<file path="src/rtl/rr_mux_arbiter_8.sv">
// rtl/rr_mux_arbiter_8.sv - 8-way round-robin arbiter with burst-limited grants and data mux
// A grant lasts up to BURST transfers, then one IDLE cycle before the next arbitration.
module rr_mux_arbiter_8 #(
   parameter int DATA_W = 8,
   parameter int BURST  = 4
) (
   input  logic                clk,
   input  logic                rst_n,
   input  logic [7:0]          req,
   input  logic [8*DATA_W-1:0] in_data,
   input  logic                out_ready,
   output logic [7:0]          gnt,
   output logic [2:0]          sel,
   output logic                out_valid,
   output logic [DATA_W-1:0]   out_data
);

   localparam int BEAT_W = $clog2(BURST) + 1;

   typedef enum logic {
      IDLE  = 1'b0,
      GRANT = 1'b1
   } state_t;

   state_t              state_q, state_d;
   logic [2:0]          ptr_q, ptr_d;
   logic [2:0]          sel_q, sel_d;
   logic [BEAT_W-1:0]   beat_q, beat_d;
   logic [2:0]          winner;
   logic [2:0]          idx;
   logic                xfer;

   // Scan from farthest to nearest so the nearest set bit after ptr wins;
   // k=8 revisits ptr itself, letting it win only when it is the sole requester.
   always_comb begin
      winner = ptr_q;
      idx    = ptr_q;
      for (int k = 8; k >= 1; k--) begin
         idx = ptr_q + 3'(k);
         if (req[idx]) winner = idx;
      end
   end

   assign out_valid = (state_q == GRANT) & req[sel_q];
   assign xfer      = out_valid & out_ready;
   assign gnt       = (state_q == GRANT) ? (8'd1 << sel_q) : 8'd0;
   assign sel       = sel_q;
   assign out_data  = in_data[sel_q*DATA_W +: DATA_W];

   always_comb begin
      state_d = state_q;
      ptr_d   = ptr_q;
      sel_d   = sel_q;
      beat_d  = beat_q;
      case (state_q)
         IDLE: begin
            if (|req) begin
               sel_d   = winner;
               ptr_d   = winner;
               beat_d  = '0;
               state_d = GRANT;
            end
         end
         GRANT: begin
            if (!req[sel_q]) begin
               state_d = IDLE;
            end else if (xfer) begin
               beat_d = beat_q + 1'b1;
               if (beat_d == BEAT_W'(BURST)) state_d = IDLE;
            end
         end
         default: state_d = IDLE;
      endcase
   end

   always_ff @(posedge clk or negedge rst_n) begin
      if (!rst_n) begin
         state_q <= IDLE;
         ptr_q   <= 3'd7;
         sel_q   <= 3'd0;
         beat_q  <= '0;
      end else begin
         state_q <= state_d;
         ptr_q   <= ptr_d;
         sel_q   <= sel_d;
         beat_q  <= beat_d;
      end
   end

endmodule

</file>
<file path="config.mk">
export PLATFORM = sky130hd
export DESIGN_NAME = rr_mux_arbiter_8
export DESIGN_NICKNAME = d
export VERILOG_FILES = /design/src/rtl/rr_mux_arbiter_8.sv
export SDC_FILE = /design/constraint.sdc
export NUM_CORES = 1
export LEC_CHECK = 0
export ABC_CLOCK_PERIOD_IN_PS = 4000
export CAP_MARGIN = 5
export CORE_UTILIZATION = 41
export DETAILED_ROUTE_END_ITERATION = 10
export HOLD_SLACK_MARGIN = 0.1
export PLACE_DENSITY_LB_ADDON = 0.25
export SLEW_MARGIN = 10
export SYNTH_ARGS = -nofsm -noshare
export SYNTH_HDL_FRONTEND = slang
export SYNTH_SLANG_ARGS = --single-unit
</file>
<file path="constraint.sdc">
create_clock -name clk -period 4 [get_ports clk]
set_input_delay 0.4 -clock clk [delete_from_list [all_inputs] [get_ports clk]]
set_output_delay 0.4 -clock clk [all_outputs]
set_load 0.01 [all_outputs]
</file>
== After elaboration in Yosys (flattened, before gate mapping) ==
Index checks and enable logic that the tools add are counted.

* Bits in registers: 10
* Latch bits: 0
* Bits in writable memories: 0
* Memory bits (read-only): 0
* Bits of input ports: 75
* Logic and storage cells: 65
* Memories kept: 0

* $add $sub $neg: 8
* $mul: 0
* Div/mod/pow operators: 0
* $lt $le $gt $ge: 8
* Equal/unequal tests: 4
* Shift operators: 2
* Muxes and demuxes: 33
* Bitwise logic cells: 3
* Reductions and logical operators: 3

{| class="wikitable"
|+ Operators with widths
! kind !! count
|-
| 64-bit by 7-bit variable part select with 8-bit output || 1
|-
| 3-bit by 4-bit less-than comparator with 1-bit output (second input constant) || 8
|-
| 3-bit 2-to-1 mux || 10
|-
| 1-bit binary-select mux with 3-bit select || 8
|-
| 3-bit adder (second input constant) || 4
|-
| 1-bit 2-to-1 mux || 12
|-
| 8-bit 2-to-1 mux || 1
|-
| 8-bit OR reduction || 1
|-
| 1-bit by 3-bit << shifter with 8-bit output (first input constant) || 1
|-
| 3-bit by 1-bit adder with 3-bit output (second input constant) || 2
|-
| 3-bit by 2-bit adder with 3-bit output (second input constant) || 2
|-
| 3-bit case mux with 2 select lines || 1
|-
| 2-bit by 1-bit inequality test with 1-bit output (second input constant) || 2
|-
| 3-bit == test (second input constant) || 1
|-
| 3-bit AND reduction || 1
|-
| 1-bit bitwise AND || 2
|-
| 2-bit inequality test (second input constant) || 1
|-
| 1-bit case mux with 2 select lines || 1
|-
| 2-bit AND reduction || 1
|-
| 1-bit NOT || 1
|}

== Depth between registers and ports, before layout ==
* Word-level depth: 10
* Mapped depth: 11
* Gate-level depth less buffers: 8

== Worst setup path after synthesis ==
OpenSTA, ideal clock, no wires.

* Kind: flip-flop to flip-flop
* Start: reg ptr_q[0]
* End: reg sel_q[0] (netlist: sel[0])
* Library setup time: 76 ps
* Arrival: 2897 ps
* Data required time: 3924 ps
* Slack: 1026 ps
* Cell stages (with the launch flop): 12
* Buffers on the path: 3
* Path through: dfstp_2 -> buf_6 -> clkbuf_1 -> inv_1 -> ha_1 -> buf_4 -> mux4_1 -> mux2_4 -> nor4b_1 -> a31oi_1 -> mux2_2 -> o21ai_1

* Cells in the longest elaborated chain, start to end: 10

{| class="wikitable"
|+ Ends and longest elaborated chain
! what !! line !! RTL
|-
| start, declared || 26 || <nowiki>logic [2:0] ptr_q, ptr_d;</nowiki>
|-
| start signal, assigned || 84 || <nowiki>ptr_q <= ptr_d;</nowiki>
|-
| 3-bit adder || 39 || <nowiki>idx = ptr_q + 3'(k);</nowiki>
|-
| 1-bit binary-select mux with 3-bit select || 40 || <nowiki>if (req[idx]) winner = idx;</nowiki>
|-
| 1-bit 2-to-1 mux (implied by the code) || 40 ||
|-
| 3-bit 2-to-1 mux (6 in series) || 40 ||
|-
| 3-bit 2-to-1 mux * || 40 ||
|-
| end signal, assigned || 85 || <nowiki>sel_q <= sel_d;</nowiki>
|-
| end, declared || 27 || <nowiki>logic [2:0] sel_q, sel_d;</nowiki>
|}

Every way passes the cells marked *; elsewhere a longest branch is shown, timed or not. The select of a mux whose other input is x is not followed.
A chain may end at the register's enable or synchronous reset.

== Worst setup path in the final report ==
Ends and elaborated chain as after synthesis.

==> flow_summary.json <==
{
  "status": "finished, final reports clean",
  "core_area_mm2": 0.00414,
  "cap_violations": 0,
  "cts_resized": 0,
  "grt_pass1_wl_mm": 9.18,
  "post-route-drc-count": 0,
  "p_sw_uw": 1060,
  "synth_seq_cells": 10,
  "fp.dieH_um": 68.9,
  "syn_to_final_growth_pct": 54.8,
  "crit_type": "flip-flop to flip-flop",
  "skew_ns": 0.00108,
  "antenna_found_initial": 0,
  "critical_path_required_ns": 4.17,
  "clkTransAtPathRegs_ns": 0.05,
  "grt.total_usage_pct": 26.4,
  "fin_ws_ns": 0.810,
  "start_util_pct": 44.3,
  "final_nets": 352,
  "power.internal_uw": 1250,
  "seq_area_frac_synth_pct": 13.8,
  "synth_edf_count": 0,
  "routed-via-count": 1953,
  "yosys_warnings": 0,
  "swShare_pct": 45.9,
  "setup_viol": 0,
  "pwr-share-seq_pct": 11.8,
  "crit_chain": "inv_1, ha_1, mux4_1, mux2_4, nor4b_1, a31oi_1, mux2_2, o21ai_1",
  "synth_top_cell_by_area": "mux4_2",
  "endpoint_kind": "flip-flop",
  "cts_root_buf": "clkbuf_8",
  "layout_min_cycle_time_ns": 3.19,
  "pre_cts_slack_ns": 0.831,
  "max_stage_delay_ns": 0.81,
  "grt_pass1_vias": 1832,
  "cp_slowest_cell": "dfstp_2",
  "hold_buffers": 0,
  "cts_setup_buffers": 0,
  "clkSinkCount": 10,
  "netlist.area_leader.share_pct": 28.2,
  "setup_tns_ns": 0,
  "clockBufferDepth": 2,
  "cellPowerDensity_mw_per_mm2": 814,
  "gp_congestion": 0.971,
  "report.final.hold_viol_count": 0,
  "ios": 95,
  "grt-ovfl-total": 0,
  "max-vdd-ir-drop_v": 0.000562,
  "die-area_mm2": 0.00475,
  "ys_types": 54,
  "clock.fmax_ghz": 0.313,
  "antenna_left": 0,
  "via_per_inst": 6.07,
  "num_rows": 23,
  "drive_above_1_share_pct": 18.8,
  "hold_path_class": "input pin to async pin",
  "min_period_over_period_pct": 79.7,
  "p_leak_uw": 0.00107,
  "fin_hold_ws_ns": 0.470,
  "combPwrFrac_pct": 82.6,
  "synth.area.top_cells": "mux4_2 (28%), dfrtp_1 (9.5%), mux2_2 (7.4%)",
  "n_antenna_cell": 0,
  "cp_max_fo": 21,
  "synth_area_per_cell_um2": 9.86,
  "routed_wl_mm": 6.26,
  "hpwl_mm": 4.91,
  "synth_nets": 265,
  "die_w_um": 68.9,
  "tightest_slew_ns": 0.614,
  "h-tree-depth": 1,
  "synth-async-reset-ratio_pct": 100,
  "insertion_delay_ns": 0.24,
  "synthCells": 186,
  "clockPowerShare_pct": 5.6,
  "cts_made_buffers": 3,
  "avgRoutedWirePerCell_um": 19.5,
  "slew_headroom_pct": 57.9,
  "arrival_ns": 3.36,
  "syn_area_mm2": 0.00183,
  "cts_tree": "built",
  "first_pass_iters": 4,
  "port_buffers": 94,
  "ys.flop_type": "dfrtp_1",
  "first_iter_violations": 172,
  "drv_slew": 0,
  "rsz0062_at_grt": "no",
  "crit_path_start_kind": "flip-flop",
  "grt_max_degree": 26
}
worst max-delay path: cells and delay by family (launching register included):
kind | cells | cell delay (ns)
flops | 1 | 0.81
buf+inv | 1 | 0.17
fa+ha+maj | 1 | 0.52
mux | 3 | 1.14
simple gates | 1 | 0.15
compound gates | 2 | 0.32
through the flow:
stage	power [uW]	std cells	utilization [%]	instance area, um^2
finish	2310	322	68.5	2840
global route	2490	322	68.5	2840
CTS	2310	322	68.5	2840
detailed placement	2170	318	67.2	2790
global placement	2140	318	67.2	2790
floorplan	1630	186	-	1830
final cells by class:
class                      instances  area [um^2]
clock buffer                       4         55.1
fill                             336         1300
sequential                        10          254
inverter                           8         30.0
timing repair buffer              97          963
tap                               50         62.6
multi-input combinational        153         1480
cell usage after synthesis (all sizes together), types with 2 or more instances:
cell type  count
a21o           2
buf           10
dfstp          3
mux2          13
a21oi          4
a22oi          3
mux2i         10
mux4          24
nand4          3
nand3          6
clkbuf         5
a21boi         4
nand2         15
ha             4
inv            8
a221oi         5
nand2b         5
nor4           2
xnor2          2
o21ai          8
nor2b          5
nor2          12
nor4b          2
nor3           5
dfrtp          7
layer usage:
metal	wire (um)	global-route usage [%]
met1	2550	37.3
met2	3160	43.6
met3	510	2.63
met4	49	5.10
met5	0	0
power groups by stage:
stage / Combinational [uW] / Clock [uW] / Sequential, uW
4_1_cts: 1900 / 133 / 271
3_5_place_dp: 1900 / 0 / 272
5_1_grt: 2070 / 138 / 284
3_3_place_gp: 1870 / 0 / 268
6_report: 1910 / 130 / 273
2_1_floorplan: 1430 / 0 / 200
state kept, by name, indices dropped and copies added (netlist names):
| register | flops |
|---|---|
| beat_q | 3 |
| state_q | 1 |
| sel | 3 |
| ptr_q | 3 |
final timing paths:
check | slack [ns] | cells after the start | end | startpoint
setup / recovery | 0.81 | 8 | sel[0] | ptr_q[0]
setup reg to reg | 0.81 | 8 | sel[0] | ptr_q[0]
hold reg to reg | 0.50 | 1 | beat_q[0] | beat_q[0]
min in group clk | 0.50 | 1 | beat_q[0] | beat_q[0]
hold / removal | 0.47 | 1 | beat_q[0] | rst_n
max in group asynchronous | 3.20 | 1 | ptr_q[1] | rst_n
placed cells by master, fill, tap and decap left out, drive strengths merged, types with 2 or more instances in the layout:
master and n:
buf 3, mux4 24, nand2 15, nand4 3, ha 4, mux2i 10
o21ai 8, clkdlybuf4s50 94, dfstp 3, nor4b 2, nor4 2, a21o 2
xnor2 2, a22oi 3, clkbuf 4, nor2b 5, dfrtp 7, a21oi 4
a21boi 4, mux2 13, nor3 5, a221oi 5, inv 8, nand2b 5
nor2 12, nand3 6
kinds of logic (layout without fill, tap and decap cells):
group           Yosys count  count (layout)  share of synthesized area (%)
simple gates             59              59                           16.0
compound gates           40              40                           16.3
buf+inv                  23             109                           5.73
mux                      47              47                           44.0
xor+xnor                  3               3                           1.43
flops                    10              10                           13.8
fa+ha+maj                 4               4                           2.73
Note: power is estimated with default switching activity, not from simulation.
